## src/rtl/mc_pkg.sv

```systemverilog
// rtl/mc_pkg.sv - state, opcode and datapath select encodings for the multi-cycle sequencer
package mc_pkg;

  typedef enum logic [2:0] {
    ST_IDLE   = 3'd0,
    ST_FETCH  = 3'd1,
    ST_DECODE = 3'd2,
    ST_EXEC   = 3'd3,
    ST_MEM    = 3'd4,
    ST_WB     = 3'd5,
    ST_TRAP   = 3'd6
  } state_t;

  localparam logic [5:0] OP_RTYPE = 6'b000000;
  localparam logic [5:0] OP_LW    = 6'b100011;
  localparam logic [5:0] OP_SW    = 6'b101011;
  localparam logic [5:0] OP_ADDI  = 6'b001000;
  localparam logic [5:0] OP_BEQ   = 6'b000100;
  localparam logic [5:0] OP_BNE   = 6'b000101;
  localparam logic [5:0] OP_J     = 6'b000010;
  localparam logic [5:0] OP_JAL   = 6'b000011;
  localparam logic [5:0] FN_JR    = 6'b001000;

  localparam logic [1:0] PC_SRC_ALU    = 2'b00;
  localparam logic [1:0] PC_SRC_ALUOUT = 2'b01;
  localparam logic [1:0] PC_SRC_JUMP   = 2'b10;
  localparam logic [1:0] PC_SRC_RS     = 2'b11;

  localparam logic [1:0] ALU_B_RT      = 2'b00;
  localparam logic [1:0] ALU_B_FOUR    = 2'b01;
  localparam logic [1:0] ALU_B_IMM     = 2'b10;
  localparam logic [1:0] ALU_B_IMM_SH2 = 2'b11;

  localparam logic [1:0] ALU_OP_ADD   = 2'b00;
  localparam logic [1:0] ALU_OP_SUB   = 2'b01;
  localparam logic [1:0] ALU_OP_FUNCT = 2'b10;

  localparam logic [1:0] REG_DST_RT = 2'b00;
  localparam logic [1:0] REG_DST_RD = 2'b01;
  localparam logic [1:0] REG_DST_RA = 2'b10;

  localparam logic [1:0] WB_ALUOUT = 2'b00;
  localparam logic [1:0] WB_MDR    = 2'b01;
  localparam logic [1:0] WB_PC     = 2'b10;

endpackage

```

## src/rtl/mc_decode.sv

```systemverilog
// rtl/mc_decode.sv - combinational opcode/funct to one-hot instruction class flags
module mc_decode
  import mc_pkg::*;
(
  input  logic [5:0] i_opcode,
  input  logic [5:0] i_funct,
  output logic       o_rtype,
  output logic       o_jr,
  output logic       o_lw,
  output logic       o_sw,
  output logic       o_addi,
  output logic       o_beq,
  output logic       o_bne,
  output logic       o_j,
  output logic       o_jal,
  output logic       o_illegal
);

  always_comb begin
    o_rtype   = 1'b0;
    o_jr      = 1'b0;
    o_lw      = 1'b0;
    o_sw      = 1'b0;
    o_addi    = 1'b0;
    o_beq     = 1'b0;
    o_bne     = 1'b0;
    o_j       = 1'b0;
    o_jal     = 1'b0;
    o_illegal = 1'b0;
    case (i_opcode)
      // JR shares the R-type opcode; keep the flags mutually exclusive
      OP_RTYPE: begin
        if (i_funct == FN_JR) o_jr = 1'b1;
        else                  o_rtype = 1'b1;
      end
      OP_LW:   o_lw   = 1'b1;
      OP_SW:   o_sw   = 1'b1;
      OP_ADDI: o_addi = 1'b1;
      OP_BEQ:  o_beq  = 1'b1;
      OP_BNE:  o_bne  = 1'b1;
      OP_J:    o_j    = 1'b1;
      OP_JAL:  o_jal  = 1'b1;
      default: o_illegal = 1'b1;
    endcase
  end

endmodule

```

## src/rtl/mc_control.sv

```systemverilog
// rtl/mc_control.sv - multi-cycle MIPS control sequencer
// Drives PC/IR/regfile/ALU/memory controls from state plus the decoded instruction class.
module mc_control
  import mc_pkg::*;
(
  input  logic       i_clk,
  input  logic       i_rst_n,
  input  logic       i_run,
  input  logic [5:0] i_opcode,
  input  logic [5:0] i_funct,
  input  logic       i_zero,
  input  logic       i_mem_ready,
  output logic       o_mem_cen_n,
  output logic       o_mem_wen_n,
  output logic       o_iord,
  output logic       o_ir_write,
  output logic       o_pc_write,
  output logic [1:0] o_pc_src,
  output logic       o_alu_src_a,
  output logic [1:0] o_alu_src_b,
  output logic [1:0] o_alu_op,
  output logic       o_reg_write,
  output logic [1:0] o_reg_dst,
  output logic [1:0] o_mem_to_reg,
  output logic       o_retire,
  output logic       o_trap
);

  state_t r_state;
  state_t w_next;

  logic w_rtype, w_jr, w_lw, w_sw, w_addi, w_beq, w_bne, w_j, w_jal, w_illegal;

  mc_decode u_decode (
    .i_opcode  (i_opcode),
    .i_funct   (i_funct),
    .o_rtype   (w_rtype),
    .o_jr      (w_jr),
    .o_lw      (w_lw),
    .o_sw      (w_sw),
    .o_addi    (w_addi),
    .o_beq     (w_beq),
    .o_bne     (w_bne),
    .o_j       (w_j),
    .o_jal     (w_jal),
    .o_illegal (w_illegal)
  );

  always_ff @(posedge i_clk or negedge i_rst_n) begin
    if (!i_rst_n) r_state <= ST_IDLE;
    else          r_state <= w_next;
  end

  always_comb begin
    w_next       = r_state;
    o_mem_cen_n  = 1'b1;
    o_mem_wen_n  = 1'b1;
    o_iord       = 1'b0;
    o_ir_write   = 1'b0;
    o_pc_write   = 1'b0;
    o_pc_src     = PC_SRC_ALU;
    o_alu_src_a  = 1'b0;
    o_alu_src_b  = ALU_B_RT;
    o_alu_op     = ALU_OP_ADD;
    o_reg_write  = 1'b0;
    o_reg_dst    = REG_DST_RT;
    o_mem_to_reg = WB_ALUOUT;
    o_retire     = 1'b0;
    o_trap       = 1'b0;

    case (r_state)
      ST_IDLE: begin
        if (i_run) w_next = ST_FETCH;
      end

      ST_FETCH: begin
        o_mem_cen_n = 1'b0;
        o_alu_src_b = ALU_B_FOUR;
        if (i_mem_ready) begin
          o_ir_write = 1'b1;
          o_pc_write = 1'b1;
          w_next     = ST_DECODE;
        end
      end

      ST_DECODE: begin
        // ALU computes PC+4+(imm<<2) here so branches can use ALU-out in EXEC
        o_alu_src_b = ALU_B_IMM_SH2;
        if (w_j || w_jal) begin
          o_pc_write = 1'b1;
          o_pc_src   = PC_SRC_JUMP;
          o_retire   = 1'b1;
          w_next     = ST_FETCH;
          if (w_jal) begin
            o_reg_write  = 1'b1;
            o_reg_dst    = REG_DST_RA;
            o_mem_to_reg = WB_PC;
          end
        end else if (w_illegal) begin
          w_next = ST_TRAP;
        end else begin
          w_next = ST_EXEC;
        end
      end

      ST_EXEC: begin
        if (w_rtype) begin
          o_alu_src_a = 1'b1;
          o_alu_op    = ALU_OP_FUNCT;
          w_next      = ST_WB;
        end else if (w_jr) begin
          o_pc_write = 1'b1;
          o_pc_src   = PC_SRC_RS;
          o_retire   = 1'b1;
          w_next     = ST_FETCH;
        end else if (w_lw || w_sw || w_addi) begin
          o_alu_src_a = 1'b1;
          o_alu_src_b = ALU_B_IMM;
          w_next      = w_addi ? ST_WB : ST_MEM;
        end else if (w_beq || w_bne) begin
          o_alu_src_a = 1'b1;
          o_alu_op    = ALU_OP_SUB;
          o_pc_src    = PC_SRC_ALUOUT;
          o_pc_write  = w_beq ? i_zero : ~i_zero;
          o_retire    = 1'b1;
          w_next      = ST_FETCH;
        end else begin
          // IR changed under us to a class that cannot reach EXEC
          w_next = ST_TRAP;
        end
      end

      ST_MEM: begin
        o_mem_cen_n = 1'b0;
        o_iord      = 1'b1;
        o_mem_wen_n = ~w_sw;
        if (i_mem_ready) begin
          if (w_sw) begin
            o_retire = 1'b1;
            w_next   = ST_FETCH;
          end else begin
            w_next = ST_WB;
          end
        end
      end

      ST_WB: begin
        o_reg_write  = 1'b1;
        o_retire     = 1'b1;
        o_reg_dst    = w_rtype ? REG_DST_RD : REG_DST_RT;
        o_mem_to_reg = w_lw ? WB_MDR : WB_ALUOUT;
        w_next       = ST_FETCH;
      end

      ST_TRAP: begin
        o_trap = 1'b1;
      end

      default: begin
        w_next = ST_IDLE;
      end
    endcase
  end

endmodule

```

## config.mk

```make
export PLATFORM = sky130hd
export DESIGN_NAME = mc_control
export DESIGN_NICKNAME = d
export VERILOG_FILES = /design/src/rtl/mc_pkg.sv /design/src/rtl/mc_decode.sv /design/src/rtl/mc_control.sv
export SDC_FILE = /design/constraint.sdc
export NUM_CORES = 1
export LEC_CHECK = 0
export ABC_AREA = 1
export BUFFER_PORTS_ARGS = -buffer_cell sky130_fd_sc_hd__buf_4
export CORE_MARGIN = 10
export CORE_UTILIZATION = 43
export DETAILED_ROUTE_END_ITERATION = 7
export HOLD_SLACK_MARGIN = 0.15
export PLACE_DENSITY_LB_ADDON = 0.25
export SLEW_MARGIN = 20
export SYNTH_ARGS = -nofsm -noshare
export SYNTH_HDL_FRONTEND = slang
export SYNTH_SLANG_ARGS = --single-unit
```

## constraint.sdc

```tcl
create_clock -name i_clk -period 1.57 [get_ports i_clk]
set_input_delay 0.314 -clock i_clk [delete_from_list [all_inputs] [get_ports i_clk]]
set_output_delay 0.314 -clock i_clk [all_outputs]
set_load 0.05 [all_outputs]
```

==> results of run 1 <==
-- synthesized netlist by cell type (all sizes together) --
cell type and n:
nand2 28, a31oi 1, o21ai 6, and3 1
nor2 27, nand3b 1, or2 2, nand3 15
dfrtp 3, buf 2, inv 20, a21oi 4
nor3 1
-- stage by stage --
stage          TNS, ns  std cells  instance area [sq um]
2_1_floorplan   -1.709        111                  690.7
3_5_place_dp    -1.164        184                   1141
3_3_place_gp   -0.7008        184                   1141
-- kinds of logic after synthesis --
logic type / count (synthesis) / synth area share
AO/OA/AOI/OAI: 11 / 0.1186
AND/OR/NAND/NOR: 75 / 0.6146
flip-flops: 3 / 0.1186
buffers and inverters: 22 / 0.1482
==> flow_summary_export.csv, run 1 <==
group,metric,value,unit
status,status,"stopped before the end",
status,stop_stage,"4_1_cts",
status,error,"[ERROR DPL-0038] Utilization greater than 100%, impossible to legalize",
floorplan,dieHeight,58.37,um
floorplan,start_util,0.4690,
placed_design,place_congestion,0.8275,
clock_network,root_buffer,"clkbuf_4",
placed_design,portBuffers,35,
synth,synth_fp_nets,128,
clock_network,numCtsBuffers,3,
synth,ys_top_cells_by_area,"nand2_1 15%, dfrtp_1 12%, nand3_1 10%, nor2_1 9.5%, inv_1 7.1%",
clock_network,clock_path_buffers,2,
clock_network,hold_buffers,1,
floorplan,rows,13,
synth,syn_avg_cell_area,5.704,sq um
synth,yosys.area.top_type,"nand2_1",
placed_design,dp_hpwl,2227,um
synth,ys_seq_elements,3,
floorplan,die_w,58.37,um
floorplan,ios,36,
synth,synth.distinct_cells,24,
synth,yosys_warnings,0,
synth,ys_seq_area_frac,0.1186,
clock_network,htree_levels,1,
synth,synth_top_area_frac,0.1542,
clock_network,clock-sinks,3,
synth,netlist_area,633.1,sq um
clock_network,post-cts-setup-buffers,8,
placed_design,preCtsSetupSlack,-0.2407,ns
clock_network,cts_resized,62,
synth,syn_inst,111,
==> run 2: changes to the inputs <==
--- a/config.mk
+++ b/config.mk
@@ -7,11 +7,10 @@
 export LEC_CHECK = 0
 export ABC_AREA = 1
 export BUFFER_PORTS_ARGS = -buffer_cell sky130_fd_sc_hd__buf_4
-export CORE_MARGIN = 10
-export CORE_UTILIZATION = 43
+export CORE_AREA = 10 10 71 73
 export DETAILED_ROUTE_END_ITERATION = 7
-export HOLD_SLACK_MARGIN = 0.15
-export PLACE_DENSITY_LB_ADDON = 0.25
+export DIE_AREA = 0 0 81 83
+export PLACE_DENSITY_LB_ADDON = 0.15
 export SLEW_MARGIN = 20
 export SYNTH_ARGS = -nofsm -noshare
 export SYNTH_HDL_FRONTEND = slang
==> run 2 against run 1 <==
Synthesized area did not move; synthesized cell count did not move; the flow now finishes, with violations (negative setup slack).
==> flow_summary_export.csv, run 2 <==
group,metric,value,unit
pwr,internal_power,1131,uW
finish,top_regs,"r_state x3",
global_routing,grt_busiest_layer,"met2",
route,antenna_left,0,
clock_network,clock_latency,0.21,ns
synth,yosysMostFrequentCell,"nand2_1",
finish,drive_gt1_frac,0.7344,
timing,post-route-min-period,1.750,ns
floorplan,ios,36,
setup_path,worst_setup_path_start_kind,"flop",
synth,async_flop_share,1.000,
floorplan,core_area,3633,sq um
timing,fin_skew,0.001855,ns
setup_path,required,1.26,ns
status,status,"complete, but fails checks",
pwr,pwr-share-comb,0.811,
route,drcViolationCount,0,
pwr,swShare,0.4894,
job,maxCapViolCount,0,
placed_design,placed_area,1225,sq um
synth,ys.flop_type,"dfrtp_1",
global_routing,antenna_found_initial,0,
setup_path,critPathBufInv,3,
synth,yosys.area.top_type,"nand2_1",
global_routing,grt_use_total,0.07606,
synth,yosys-top-cells-count,"26 x nand2_1, 16 x nor2_1, 13 x nand3_1",
clock_network,htree_levels,1,
setup_path,reg2reg_slack,0.06,ns
finish,area_delta_synth_final,171.5,%
synth,synth_edf_count,0,
synth,netlist_area,633.1,sq um
setup_path,crit_path_max_fanout,7,
clock_network,numCtsBuffers,3,
setup_path,reg2regPathDepth,10,
finish,largest_register_ffs,3,
floorplan,rows,22,
timing,setup_slack,-0.1797,ns
setup_path,crit_top_cell,"nor2_4",
finish,final_cell_area,1719,sq um
floorplan,die-area,6723,sq um
status,violations,"negative setup slack",
pwr,pwr-share-clk,0.099,
finish,fin_nets,210,
setup_path,cp.depth,6,
setup_path,crit_type,"flop to primary output",
route,num_vias,981,
timing,finalSetupViolations,15,
finish,regMostFlops,"r_state",
finish,final_cell_mix,"49 x buf_4, 18 x nand2_1, 16 x buf_8",
setup_path,crit_path_end,"o_reg_write",
synth,yosys_warnings,0,
setup_path,reg2reg_to,"r_state[0]$_DFFE_PN0P_",
route,wire_per_inst,11.65,um
route,routed_wl,2796,um
timing,tightest_slew,0.2573,ns
finish,fin_cells,240,
setup_path,max_stage_delay,0.49,ns
timing,relSlewSlack,0.8284,
synth,syn_inst,111,
synth,ys_seq_elements,3,
route,drt-pass1-iter-count,4,
timing,rsz0062_at_grt,"yes",
clock_network,root_buffer,"clkbuf_8",
pwr,leakage,0.0008393,uW
global_routing,first_global_vias,1003,
clock_network,clk_pin_slew,0.03,ns
pwr,p_seq_frac,0.090,
synth,syn_avg_cell_area,5.704,sq um
timing,fin_crit_sh,1.114,
pwr,power.density,1288,nW/um^2
timing,fin_tns_setup,-1.632,ns
pwr,ir_drop,756.6,uV
global_routing,grt_overflow_total,0,
placed_design,place_congestion,0.8307,
finish,layout_commonest_cell,"buf_4",
placed_design,dp_hpwl,2194,um
finish,antenna_cells,0,
global_routing,gr-usage-met2,0.1326,
floorplan,die_w,81,um
clock_network,clock-sinks,3,
floorplan,start_util,0.1742,
global_routing,grt_max_degree,8,
timing,drv_slew,0,
global_routing,use_met1,0.08701,
setup_path,crit_chain,"nor2_4, inv_2, nor2_4, inv_4, o21ai_4, buf_6",
setup_path,crit_family,"flip-flops",
clock_network,clock_path_buffers,2,
global_routing,grt_pass1_wl,4333,um
synth,synth_top_area_frac,0.1542,
timing,max_freq,571.5,MHz
pwr,switchingPower,1084,uW
synth,synth.distinct_cells,24,
global_routing,use_met3,0.02371,
placed_design,dp_cells,221,
setup_path,cp-end-kind,"primary output",
placed_design,portBuffers,35,
setup_path,r2r-start,"r_state[0]$_DFFE_PN0P_",
synth,ys_top_cells_by_area,"nand2_1 15%, dfrtp_1 12%, nand3_1 10%, nor2_1 9.5%, inv_1 7.1%",
setup_path,crit_start,"r_state[0]$_DFFE_PN0P_",
min_path,min_path_type,"input port to flop",
synth,ys_seq_area_frac,0.1186,
floorplan,dieHeight,83,um
timing,hold_viol_final,0,
route,viasPerCell,4.088,
synth,synth_fp_nets,128,
setup_path,worstPathArrival,1.44,ns
clock_network,cts_tree,"done",
route,drtIter0Drc,13,
setup_path,cpMaxStageDelayCell,"dfrtp_2",
## run 2: final cells by class
cell class / instances / area, sq um
clock buffer: 4 / 45.04
fill: 351 / 1914
inverter: 20 / 88.84
multi-input combinational: 86 / 674.4
sequential: 3 / 77.57
tap: 48 / 60.06
timing repair buffer: 79 / 773.2
## run 2: metal layers
layer / share of wire / vias to the layer above
met3: 0.074 / 0
met2: 0.54 / 22
met5: 0 / -
met4: 0 / 0
li1: - / 506
met1: 0.39 / 453
## run 2: power groups by stage
| stage | Sequential [uW] | Combinational (uW) | Clock, uW |
|---|---|---|---|
| 3_3_place_gp | 171 | 1230 | 0 |
| 4_1_cts | 185 | 1570 | 225 |
| 5_1_grt | 206 | 1930 | 237 |
| 6_report | 200 | 1800 | 219 |
| 3_5_place_dp | 171 | 1230 | 0 |
| 2_1_floorplan | 144 | 805 | 0 |
## run 2: worst reg2reg max path: stages (launching register included)
cell     delay [ns]
dfrtp_2        0.50
buf_6          0.15
nand3_4        0.09
buf_6          0.13
nand2_2        0.05
inv_2          0.04
buf_4          0.13
o21ai_4        0.12
a21oi_2        0.06
nand2_1        0.06
nand2_1        0.05
## run 2: through the flow
| stage | util | hold WS, ns | power (uW) | setup WS [ns] |
|---|---|---|---|---|
| floorplan | - | 0.01841 | 949.2 | -0.2481 |
| global placement | 0.3371 | 0.1018 | 1399 | -0.2203 |
| detailed placement | 0.3371 | 0.1037 | 1398 | -0.1954 |
| CTS | 0.4198 | 0.4102 | 1979 | -0.1686 |
| global route | 0.4731 | 0.4453 | 2373 | -0.2469 |
| finish | 0.4731 | 0.4150 | 2215 | -0.1797 |
## run 2: what timing repair did
item	in CTS	in global routing
hold buffers	1	0
pin swaps	6	15
gates cloned	0	0
buffers inserted	7	7
setup endpoints to repair	19	19
hold endpoints to repair	3	0
resized for setup	50	36
## run 2: kinds of logic after synthesis
logic type	synth area share
buf+inv	0.1482
simple gates	0.6146
compound gates	0.1186
flops	0.1186
## run 2: worst min-delay path by stage
stage,cells past startpoint,slack (ns),start,to
final,4,0.41,i_mem_ready,r_state[2]$_DFFE_PN0P_
after detailed placement,1,0.10,i_rst_n,r_state[0]$_DFFE_PN0P_
after CTS,4,0.41,i_mem_ready,r_state[2]$_DFFE_PN0P_
after global routing,2,0.45,i_rst_n,r_state[2]$_DFFE_PN0P_
after floorplan,0,0.02,i_rst_n,r_state[0]$_DFFE_PN0P_
after global placement,1,0.10,i_rst_n,r_state[0]$_DFFE_PN0P_
Note: power is estimated with default switching activity, not from simulation.
